==> src/rtl/sr_latch_pkg.sv <==
// Shared encodings for the SR-latch bank sequencer: latch drive codes, op codes, FSM states.
package sr_latch_pkg;

  localparam logic [1:0] SR_HOLD = 2'b11;
  localparam logic [1:0] SR_SET  = 2'b10;
  localparam logic [1:0] SR_CLR  = 2'b01;

  localparam logic OP_SET = 1'b1;
  localparam logic OP_CLR = 1'b0;

  typedef enum logic [2:0] {
    ST_IDLE,
    ST_SETUP,
    ST_PULSE,
    ST_HOLD,
    ST_DONE
  } state_t;

  function automatic int unsigned max3(input int unsigned a, input int unsigned b,
                                       input int unsigned c);
    int unsigned m;
    m = (a > b) ? a : b;
    return (m > c) ? m : c;
  endfunction

endpackage

==> src/rtl/sr_latch_seq_rr_arbiter.sv <==
// Round-robin arbiter: first asserted request at or after the pointer, wrapping.
module rr_arbiter
  import sr_latch_pkg::*;
#(
  parameter  int unsigned NREQ = 4,
  localparam int unsigned PW   = (NREQ > 1) ? $clog2(NREQ) : 1
) (
  input  logic [NREQ-1:0] req_i,
  input  logic [PW-1:0]   ptr_i,
  output logic [NREQ-1:0] grant_o,
  output logic [PW-1:0]   idx_o,
  output logic            valid_o
);

  logic        found;
  int unsigned j;

  always_comb begin
    grant_o = '0;
    idx_o   = '0;
    found   = 1'b0;
    j       = 0;
    for (int unsigned k = 0; k < NREQ; k++) begin
      j = (32'(ptr_i) + k) % NREQ;
      if (!found && req_i[j]) begin
        found      = 1'b1;
        grant_o[j] = 1'b1;
        idx_o      = PW'(j);
      end
    end
    valid_o = found;
  end

endmodule

==> src/rtl/sr_latch_seq.sv <==
// Sequencer for a bank of gated SR latches: round-robin grants, timed setup/pulse/hold drive,
// and a shadow copy of each latch value.
module sr_latch_seq
  import sr_latch_pkg::*;
#(
  parameter  int unsigned NREQ      = 4,
  parameter  int unsigned NLAT      = 8,
  parameter  int unsigned SETUP_CYC = 1,
  parameter  int unsigned PULSE_CYC = 2,
  parameter  int unsigned HOLD_CYC  = 1,
  localparam int unsigned IDXW      = (NLAT > 1) ? $clog2(NLAT) : 1
) (
  input  logic                 clk,
  input  logic                 rst,
  input  logic [NREQ-1:0]      req,
  input  logic [NREQ-1:0]      req_op,
  input  logic [NREQ*IDXW-1:0] req_idx,
  output logic [NREQ-1:0]      ack,
  output logic                 err,
  output logic                 busy,
  output logic [NLAT-1:0]      lat_s,
  output logic [NLAT-1:0]      lat_r,
  output logic [NLAT-1:0]      lat_en,
  output logic [NLAT-1:0]      shadow
);

  localparam int unsigned PW = (NREQ > 1) ? $clog2(NREQ) : 1;
  localparam int unsigned CW = $clog2(max3(SETUP_CYC, PULSE_CYC, HOLD_CYC) + 1);
  localparam logic [CW-1:0] SETUP_L = CW'(SETUP_CYC);
  localparam logic [CW-1:0] PULSE_L = CW'(PULSE_CYC);
  localparam logic [CW-1:0] HOLD_L  = CW'(HOLD_CYC);
  localparam logic [CW-1:0] ONE_L   = CW'(1);

  state_t          state_q;
  logic [CW-1:0]   cnt_q;
  logic [PW-1:0]   ptr_q, ptr_d;
  logic            op_q, bad_q;
  logic [IDXW-1:0] idx_q;
  logic [NREQ-1:0] gnt_q, ack_q;
  logic            err_q, busy_q;
  logic [NLAT-1:0] s_q, r_q, en_q, shadow_q, shadow_d;
  logic [NLAT-1:0] grant_s_d, grant_r_d, grant_mask, cur_mask;

  logic [NREQ-1:0] arb_grant;
  logic [PW-1:0]   arb_idx;
  logic            arb_valid;
  logic            win_op;
  logic [IDXW-1:0] win_idx;
  logic            win_bad;
  logic [1:0]      win_sr;

  rr_arbiter #(.NREQ(NREQ)) u_arb (
    .req_i   (req),
    .ptr_i   (ptr_q),
    .grant_o (arb_grant),
    .idx_o   (arb_idx),
    .valid_o (arb_valid)
  );

  // Out-of-range indices match no bit, so the mask is empty and the bank is left alone.
  function automatic logic [NLAT-1:0] sel_mask(input logic [IDXW-1:0] idx);
    logic [NLAT-1:0] m;
    m = '0;
    for (int unsigned i = 0; i < NLAT; i++) begin
      if (idx == IDXW'(i)) m[i] = 1'b1;
    end
    return m;
  endfunction

  always_comb begin
    win_op     = req_op[arb_idx];
    win_idx    = req_idx[32'(arb_idx) * IDXW +: IDXW];
    win_bad    = (32'(win_idx) >= NLAT);
    win_sr     = (win_op == OP_SET) ? SR_SET : SR_CLR;
    grant_mask = sel_mask(win_idx);
    grant_s_d  = '1;
    grant_r_d  = '1;
    for (int unsigned i = 0; i < NLAT; i++) begin
      {grant_s_d[i], grant_r_d[i]} = grant_mask[i] ? win_sr : SR_HOLD;
    end
    ptr_d    = PW'((32'(arb_idx) + 1) % NREQ);
    cur_mask = sel_mask(idx_q);
    shadow_d = (shadow_q & ~cur_mask) | (op_q ? cur_mask : '0);
  end

  always_ff @(posedge clk) begin
    if (rst) begin
      state_q  <= ST_IDLE;
      cnt_q    <= '0;
      ptr_q    <= '0;
      op_q     <= 1'b0;
      bad_q    <= 1'b0;
      idx_q    <= '0;
      gnt_q    <= '0;
      ack_q    <= '0;
      err_q    <= 1'b0;
      busy_q   <= 1'b0;
      s_q      <= '1;
      r_q      <= '1;
      en_q     <= '0;
      shadow_q <= '0;
    end else begin
      ack_q <= '0;
      err_q <= 1'b0;
      case (state_q)
        ST_IDLE: begin
          if (arb_valid) begin
            op_q   <= win_op;
            idx_q  <= win_idx;
            bad_q  <= win_bad;
            gnt_q  <= arb_grant;
            ptr_q  <= ptr_d;
            busy_q <= 1'b1;
            s_q    <= grant_s_d;
            r_q    <= grant_r_d;
            if (SETUP_CYC != 0) begin
              state_q <= ST_SETUP;
              cnt_q   <= SETUP_L;
            end else begin
              state_q <= ST_PULSE;
              cnt_q   <= PULSE_L;
              en_q    <= grant_mask;
            end
          end
        end
        ST_SETUP: begin
          if (cnt_q == ONE_L) begin
            state_q <= ST_PULSE;
            cnt_q   <= PULSE_L;
            en_q    <= cur_mask;
          end else begin
            cnt_q <= cnt_q - ONE_L;
          end
        end
        ST_PULSE: begin
          if (cnt_q == ONE_L) begin
            shadow_q <= shadow_d;
            en_q     <= '0;
            if (HOLD_CYC != 0) begin
              state_q <= ST_HOLD;
              cnt_q   <= HOLD_L;
            end else begin
              state_q <= ST_DONE;
              s_q     <= '1;
              r_q     <= '1;
              ack_q   <= gnt_q;
              err_q   <= bad_q;
            end
          end else begin
            cnt_q <= cnt_q - ONE_L;
          end
        end
        ST_HOLD: begin
          if (cnt_q == ONE_L) begin
            state_q <= ST_DONE;
            s_q     <= '1;
            r_q     <= '1;
            ack_q   <= gnt_q;
            err_q   <= bad_q;
          end else begin
            cnt_q <= cnt_q - ONE_L;
          end
        end
        ST_DONE: begin
          state_q <= ST_IDLE;
          busy_q  <= 1'b0;
        end
        default: state_q <= ST_IDLE;
      endcase
    end
  end

  assign ack    = ack_q;
  assign err    = err_q;
  assign busy   = busy_q;
  assign lat_s  = s_q;
  assign lat_r  = r_q;
  assign lat_en = en_q;
  assign shadow = shadow_q;

endmodule

==> config.mk <==
export PLATFORM = sky130hd
export DESIGN_NAME = sr_latch_seq
export DESIGN_NICKNAME = d
export VERILOG_FILES = /design/src/rtl/sr_latch_pkg.sv /design/src/rtl/sr_latch_seq_rr_arbiter.sv /design/src/rtl/sr_latch_seq.sv
export SDC_FILE = /design/constraint.sdc
export NUM_CORES = 1
export LEC_CHECK = 0
export ABC_AREA = 1
export CAP_MARGIN = 20
export CORE_UTILIZATION = 30
export CTS_CLUSTER_DIAMETER = 100
export CTS_CLUSTER_SIZE = 14
export DETAILED_ROUTE_END_ITERATION = 10
export GPL_TIMING_DRIVEN = 0
export SLEW_MARGIN = 20
export SYNTH_ARGS = -nofsm -noshare
export SYNTH_HDL_FRONTEND = slang
export SYNTH_SLANG_ARGS = --single-unit
==> constraint.sdc <==
create_clock -name clk -period 2.2 [get_ports clk]
set_input_delay 0.33 -clock clk [delete_from_list [all_inputs] [get_ports clk]]
set_output_delay 0.33 -clock clk [all_outputs]
set_load 0.01 [all_outputs]
# Word level (Yosys, flattened, before mapping)
# Cells that the tools add are included.
# totals
register_bits,52
in_bits,22
output_inout_bits,38
# op_classes
n_addsub,5
n_mul,1
order_cmp,9
eq_ne,24
n_shift,1
muxes,76
bitwise,8
reduce_logical,25
# op_table
operator,n
$mux 8,6
$pmux 8 s2,3
$mux 2,17
$mux 1,30
$eq 3x3->1 const B,9
$eq 3x2->1 const B,6
$mux 4,4
$lt 2x3->1 const B,5
$mux 3,4
$or 4x4->4,3
$pmux 3 s4,1
$shiftx 12x5->3,1
$bmux 1 s2,5
$ne 2x2->1 const B,5
$eq 3x1->1 const B,3
$logic_not 3->1,3
$reduce_and 3->1,3
$and 8x8->8,1
$demux 1 s2,4
$ge 2x1->1 const B,4
$not 8->8,1
$or 8x8->8,1
$pmux 2 s4,1
$logic_and 1x1->1,7
other kinds (13),22

# Depth between registers and ports, before layout
# logic_depth
depth_word,19
ltp_mapped,18

# By module
# Synthesis repeated with hierarchy kept, for this count alone.
# hier_totals
hier_cells,447
hier_area_um2,2966.6
# by_module_without_submodules
mod,instances,cells_each,area_each_um2,seq_area_each_um2
sr_latch_seq,1,373,2526.2,1041.0
rr_arbiter,1,74,440.4,0.0

# Worst setup path before layout
# OpenSTA, ideal clock, no wires.
# synth_path
path_type,register -> register
start,register ptr_q[1]
end,"register s_q[7], in the netlist lat_s[7]"
setup_ns,0.125
arrival_time_ns,2.226
t_required_ns,2.075
setup_slack_ns,-0.151
stages_incl_launch_ff,16
path_buffers,1
cell_sequence,dfxtp_1 -> inv_2 -> ha_1 -> inv_1 -> nand3_2 -> nand2_4 -> nor2_8 -> nor2_4 -> nand2_4 -> buf_2 -> nand3_1 -> nand3_2 -> nand2_4 -> nand3_2 -> o21bai_1 -> nand2_1
# synth_between
elab_chain_cells,19
elab_cells_between_ends,37
cone_classes,add/sub (3); mul (1); eq/ne (2); shift (1); mux (23); reduce/logical (7)
# synth_rtl
element,line_no,rtl
start: declaration,sr_latch_seq.sv:36,"logic [PW-1:0] ptr_q, ptr_d;"
start signal: assignment,sr_latch_seq.sv:112,ptr_q <= ptr_d;
branches (longest 19 deep; another with $mul 2x2->4),n/a,
end signal: assignment,sr_latch_seq.sv:114,s_q <= grant_s_d;
end: declaration,sr_latch_seq.sv:41,"logic [NLAT-1:0] s_q, r_q, en_q, shadow_q, shadow_d;"
# Several ways; the timed one is not identified. The select of a mux whose other input is x is not followed.
# A chain may end at the register's enable or synchronous reset.

# Worst setup path after layout
# layout_path
start,register ptr_q[0]
end,"register s_q[2], in the netlist lat_s[2]"
# layout_between
elab_chain_cells,19
elab_cells_between_ends,37
cone_classes,add/sub (3); mul (1); eq/ne (2); shift (1); mux (23); reduce/logical (7)
# layout_rtl
element
branches (longest 19 deep; another with $mul 2x2->4)
# Several ways; the timed one is not identified. The select of a mux whose other input is x is not followed.

==> metrics.md <==
| Metric | Value |
|---|---|
| Status | `complete, but fails checks` |
| Failing checks | `negative setup slack` |
| Required time worst endpoint | `2420 ps` |
| H-tree levels | `2` |
| Die Y | `106 um` |
| Fmax | `about 0.45 GHz` |
| Lkg Pwr | `slightly below 0.002 uW` |
| Top_reg_cell synth | `dfxtp_1` |
| Peak supply drop | `about 0.87 mV` |
| Worst path cell trace | `inv_12, ha_4, inv_4, nand3_4, nand2_8, a21oi_4, nand2_4, buf_6, nand3_1, nand3_4, nand2_4, nand3_2, o21bai_1, nand2_1` |
| Post-layout util | `43.7%` |
| Final worst path period need | `roughly 2200 ps` |
| Crit start category | `flop` |
| Grt ovf | `0` |
| YS warnings | `0` |
| Clk slew on worst S/H paths | `around 110 ps` |
| Vias in the first global route | `around 2.9k` |
| CTS Root Cell | `clkbuf_8` |
| Fin crit share | `101%` |
| Core ar. | `roughly 10,000 um^2` |
| Drt drc | `0` |
| Cell Area, Synth | `about 3200 um^2` |
| Mapped Nets | `463` |
| Switch share | `about 50%` |
| Sw Pwr | `~3800 uW` |
| Vias | `3,074` |
| Launch point of the worst path | `ptr_q[0]` |
| Max Slew Vio Count | `0` |
| Synth Register Bits | `between 50 and 60` |
| Pwr Density | `1680 nW/um^2` |
| Setup Viol. Count Final | `1` |
| Worst reg2reg startpoint | `ptr_q[0]` |
| Number of routed nets with antenna violations | `0` |
| Clk_skew | `17.1 ps` |
| Worst-path fanout max | `6` |
| Syn Area/Cell | `7.55 um^2` |
| Worst Hold Class | `input pin to flop` |
| Sequential Power Share | `17.4%` |
| # diodes | `0` |
| Port buffer count | `57` |
| Most common cell after layout, fill and taps aside | `nand2_1` |
| Die X | `106 um` |
| CP Capture Type | `flop` |
| Async SR Flop Fraction | `0%` |
| P_int | `3800 uW` |
| EDFF count, synth | `0` |
| Starting Density | `a little under a third` |
| I/O pin total | `60` |
| TritonCTS clock tree | `built` |
| Post-route setup TNS | `-17.9 ps` |
| Gpl congestion | `0.822` |
| Yosys cell types | `42` |
| DIE AREA | `11,200 um^2` |
| Largest net degree at the start of global routing | `18` |
| Min-delay src | `rst` |
| Commonest non-fill, non-tap cells in the layout | `nand2_1 (80), inv_1 (59), clkdlybuf4s50_1 (57)` |
| Clk_lat worst skew | `slightly above 300 ps` |
| DRT iter0 DRCs | `115` |
| Fin. Hold Viols | `0` |
| Crit path DAT | `approximately 2400 ps` |
| Fraction of layout cells with a size suffix above 1 | `around 24%` |
| Combinational share of power | `between 70 and 80%` |
| Area growth, synth to finish | `40.2%` |
| Mapped Cells | `430` |
| Sequential element share of the synthesized area | `between 30% and 40%` |
| Power Total | `between 7000 and 8000 uW` |
| Post-DR vias/cell | `between 4 and 5` |
| Drt first pass iters | `5` |
| Total Routed Length | `8120 um` |
| Initial antenna violation count | `0` |
| First-pass GRT wire length | `13,300 um` |
| RSZ-0062 raised after global routing | `yes` |
| Pre-CTS setup slack | `-454 ps` |
| Crit-path slowest cell | `dfxtp_4` |
| Detail Placement HPWL | `roughly 6100 um` |
| Routed length per instance | `~12 um` |
| Max-cap viol count | `0` |
| Power share of the clock group | `under 10%` |
| Nets@finish | `around 550` |
| CTS Buf Count | `5` |
| Rows | `37` |
| Max clock buf depth | `2` |
| Clk sinks | `between 50 and 60` |
| Worst setup margin | `-17.9 ps` |
| Crit-path max cell delay | `between 400 and 500 ps` |
| Critical path class | `flop to flop` |
| GRT Resource Usage Total | `14.5%` |
worst max-delay path, delay by kind of cell, from the launching register on:
| kind | cells | cell delay, ps |
|---|---|---|
| compound gates | 2 | 360 |
| fa+ha+maj | 1 | 290 |
| buf+inv | 3 | 240 |
| flops | 1 | 420 |
| simple gates | 8 | 820 |
final timing paths:
path | slack (ps) | depth (start not counted) | endpoint
hold / removal | 410 | 2 | state_q[2]
hold reg to reg | 430 | 2 | ack[3]
setup / recovery | -20 | 14 | lat_s[2]
setup reg to reg | -20 | 14 | lat_s[2]
logic make-up after synthesis:
family	after synthesis	synth area share [%]
other	1	0.115
xor gates and xnor gates	1	0.270
buffers and inverters	83	10.9
adders and majority gates	11	4.24
and+or+nand+nor	201	36.2
DFF	52	32.1
AOI/OAI and AO/OA	81	16.2
Yosys cell counts, drive strengths merged, types with 8 or more instances:
cell    number  area (um^2)
nand2      115          578
inv         66          255
nand3       54          398
dfxtp       52         1040
a21oi       29          160
nor2        18          104
o21bai      16          120
buf         12         78.8
o21ai       12         60.1
ha          11          138
nor3        11         55.1
a311oi       8         70.1
per-layer routing:
metal  routed length, um  up-vias  track usage (%)
li1                    -     1578                -
met4                 105        0             3.37
met3                 326       10             2.76
met1                3710     1416             18.2
met5                   0        -                0
met2                3980       70             25.3
power groups by stage:
stage	logic, uW	registers [uW]	clock network (uW)
after CTS	4920	1310	570
after detailed placement	4400	1350	0
after global placement	4310	1340	0
after floorplan	3390	1360	0
final	5750	1330	555
after global routing	6320	1350	606
repair_timing:
action | CTS | global route
buffers inserted | 8 | 11
cloned | 0 | 3
resized for setup | 25 | 34
pin swaps | 15 | 27
hold buffers | 0 | 0
endpoints found under the setup margin | 27 | 22
layout make-up:
class / instances / area, um^2
Clock buffer: 5 / 68.8
Sequential cell: 52 / 1050
Fill cell: 1033 / 5870
Multi-Input combinational cell: 295 / 2070
Inverter: 67 / 280
Clock inverter: 3 / 21.3
Tap cell: 136 / 170
Timing Repair inverter: 1 / 5.00
Buffer: 15 / 105
Timing Repair Buffer: 78 / 778
metrics by stage:
stage	hold WS, ps	cells	instance area, um^2
floorplan	405	430	3260
global placement	422	623	4000
detailed placement	423	623	4000
CTS	416	639	4270
global route	439	652	4550
finish	414	652	4550
Note: power is estimated with default switching activity, not from simulation.
==> variant, RTL diff (config.mk and constraints unchanged) <==
`NREQ` is set to 4 in 2 places; all go to 8.
--- a/src/rtl/sr_latch_seq_rr_arbiter.sv
+++ b/src/rtl/sr_latch_seq_rr_arbiter.sv
@@ -2,7 +2,7 @@
 module rr_arbiter
   import sr_latch_pkg::*;
 #(
-  parameter  int unsigned NREQ = 4,
+  parameter  int unsigned NREQ = 8,
   localparam int unsigned PW   = (NREQ > 1) ? $clog2(NREQ) : 1
 ) (
   input  logic [NREQ-1:0] req_i,
--- a/src/rtl/sr_latch_seq.sv
+++ b/src/rtl/sr_latch_seq.sv
@@ -3,7 +3,7 @@
 module sr_latch_seq
   import sr_latch_pkg::*;
 #(
-  parameter  int unsigned NREQ      = 4,
+  parameter  int unsigned NREQ      = 8,
   parameter  int unsigned NLAT      = 8,
   parameter  int unsigned SETUP_CYC = 1,
   parameter  int unsigned PULSE_CYC = 2,
Ports: changed (resized ack, req, req_idx and req_op); port bits go from 60 to 84. No check against the original RTL was run, so the function may have changed too.
==> variant against the original RTL <==
- the run still ends with setup timing left
- wire length rose by 70%
- critical path depth is 11 higher
- worst setup slack worse by 1.1 ns
- sequential cell count grew 9
- design area is 47% higher
- global-route usage rose by 3.8 points
- hold slack gained 0.015 ns
- die area is 32% higher
- synthesized area increased by 33%
- critical endpoint is now idx_q[2]$_SDFFE_PP0P_
Power is not shown: default switching activity piles up to over one toggle a cycle in this logic, so the estimate is an artifact.
==> variant: results (changes against the original RTL) <==
[setup_path]
crit_slowest_cell=dfxtp_4
max_stage_delay_ns=0.36  ; -0.06 ns
crit_family=simple AND/OR/NAND/NOR gates
path_max_fanout=6  ; unchanged
arrival_ns=3.57  ; +1.14 ns

[global_route]
grt_max_degree=13  ; -5
grt_first_pass_wirelength_microns=21680  ; +63%
grt_use_met3=0.03745  ; +0.009863
track_usage=0.1824  ; +0.03784
grt_use_met1=0.2445  ; +0.06233
grt_pass1_vias=4567  ; +60%
met2_usage=0.2906  ; +0.03757
grt_antenna_before_repair=0  ; unchanged

[detailed_routing]
dr.pass1.iters=5  ; unchanged
via_per_inst=5.058  ; +7.3%
first_iter_violations=312  ; +170%
wl_per_cell_microns=14.22  ; +14%

[logic_synthesis]
synthTopCellsByCount=nand2_1, nand3_1, inv_1
ys.flop_type=dfxtp_1
synthTopCellsByArea=dfxtp_1, nand2_1, nand3_1, a21oi_1, inv_1
synth.distinct_cells=44  ; +4.8%
ys_async_sr_fraction=0  ; unchanged
yosysSeqAreaShare=0.2831  ; -0.03755
ys.warnings.count=0  ; unchanged
synthesis.nets=708  ; +53%

[cts]
h-tree-depth=3  ; +1
clockBufferDepth=2  ; unchanged
cts_buffers=9  ; +4
clk_pin_slew_ns=0.06  ; -0.05 ns
clock_latency_ns=0.33  ; +0.02 ns
cts-root-buf=clkbuf_16

[placed_design]
placed_cell_area_sq_um=5518  ; +38%
port_buffers=81  ; +42%
hpwlAfterDp_microns=9721  ; +60%
gp_congestion=0.9048  ; +10%

[timing]
fin_setup_tns_ns=-28.63  ; -28.61 ns
slew_headroom=0.6346
setup_violations=35  ; +34
setup_slack_ns=-1.100  ; -1.082 ns
fin_skew_ns=0.007386  ; -0.009703 ns

[final_layout]
diodes=0  ; unchanged
drive_above_1_share=0.2677  ; +0.02543
layout.nets=839  ; +53%
fill_cells=1369  ; +33%

[worst_hold_path]
hold_class=flip-flop to flip-flop

[run_status]
status=finished, violations left
failed_checks=setup timing

## variant: cells by family (layout without fill, tap and decap cells)
| group | count (synthesis) | count (layout) | synth area share |
|---|---|---|---|
| XOR/XNOR | 3 | 3 | 0.007832 |
| flip-flops | 61 | 61 | 0.2831 |
| other | 1 | 1 | 0.0008692 |
| buffers and inverters | 103 | 239 | 0.1038 |
| AO/OA/AOI/OAI | 138 | 138 | 0.1955 |
| AND/OR/NAND/NOR | 340 | 340 | 0.3799 |
| adder cells (fa/ha/maj) | 10 | 10 | 0.02900 |
## variant: per-layer routing
metal / up-vias / wire length, microns / part of all wire
li1: 2496 / - / -
met3: 29 / 740 / 0.054
met1: 2235 / 6365 / 0.46
met4: 0 / 301 / 0.022
met5: - / 0 / 0
met2: 156 / 6417 / 0.46
## variant: path summary, 6_finish.rpt
path	to	slack (ns)	cells past startpoint	startpoint
hold reg to reg	ack[0]$_SDFF_PP0_	0.43	2	gnt_q[0]$_SDFFE_PP0P_
setup / recovery	idx_q[2]$_SDFFE_PP0P_	-1.10	25	ptr_q[0]$_SDFFE_PP0P_
hold / removal	ack[0]$_SDFF_PP0_	0.43	2	gnt_q[0]$_SDFFE_PP0P_
setup reg to reg	idx_q[2]$_SDFFE_PP0P_	-1.10	25	ptr_q[0]$_SDFFE_PP0P_
## variant: worst reg2reg max path, delay by kind of cell (launching register included)
family	cells	cell delay [ns]
AOI/OAI and AO/OA	2	0.19
adders and majority gates	1	0.26
buffers and inverters	11	1.16
DFF	1	0.36
and+or+nand+nor	11	1.25
## variant: layout make-up
class | count | share of cell area
Clock buffer | 9 | 0.03358
Tap cell | 180 | 0.03358
Sequential cell | 61 | 0.1828
Inverter | 74 | 0.04309
Clock inverter | 7 | 0.01455
Timing Repair Buffer | 120 | 0.1699
Buffer | 29 | 0.04085
Multi-Input combinational cell | 492 | 0.4816
## variant: repair_timing
action                                  4_1_cts  5_1_grt
setup buffers                                24       12
gates cloned                                  2        1
pin swaps                                    36       48
hold endpoints to repair                      0        0
gates resized for setup                      70       74
endpoints found under the setup margin       35       35
## variant: stage by stage
step / std cells / hold slack, ns / utilization / setup slack, ns
after floorplan: 656 / 0.4051 / - / -0.7935
after global placement: 917 / 0.4187 / 0.3960 / -1.484
after detailed placement: 917 / 0.4176 / 0.3960 / -1.468
after CTS: 959 / 0.4264 / 0.4520 / -1.060
after global routing: 972 / 0.4394 / 0.4814 / -1.282
final: 972 / 0.4282 / 0.4814 / -1.100
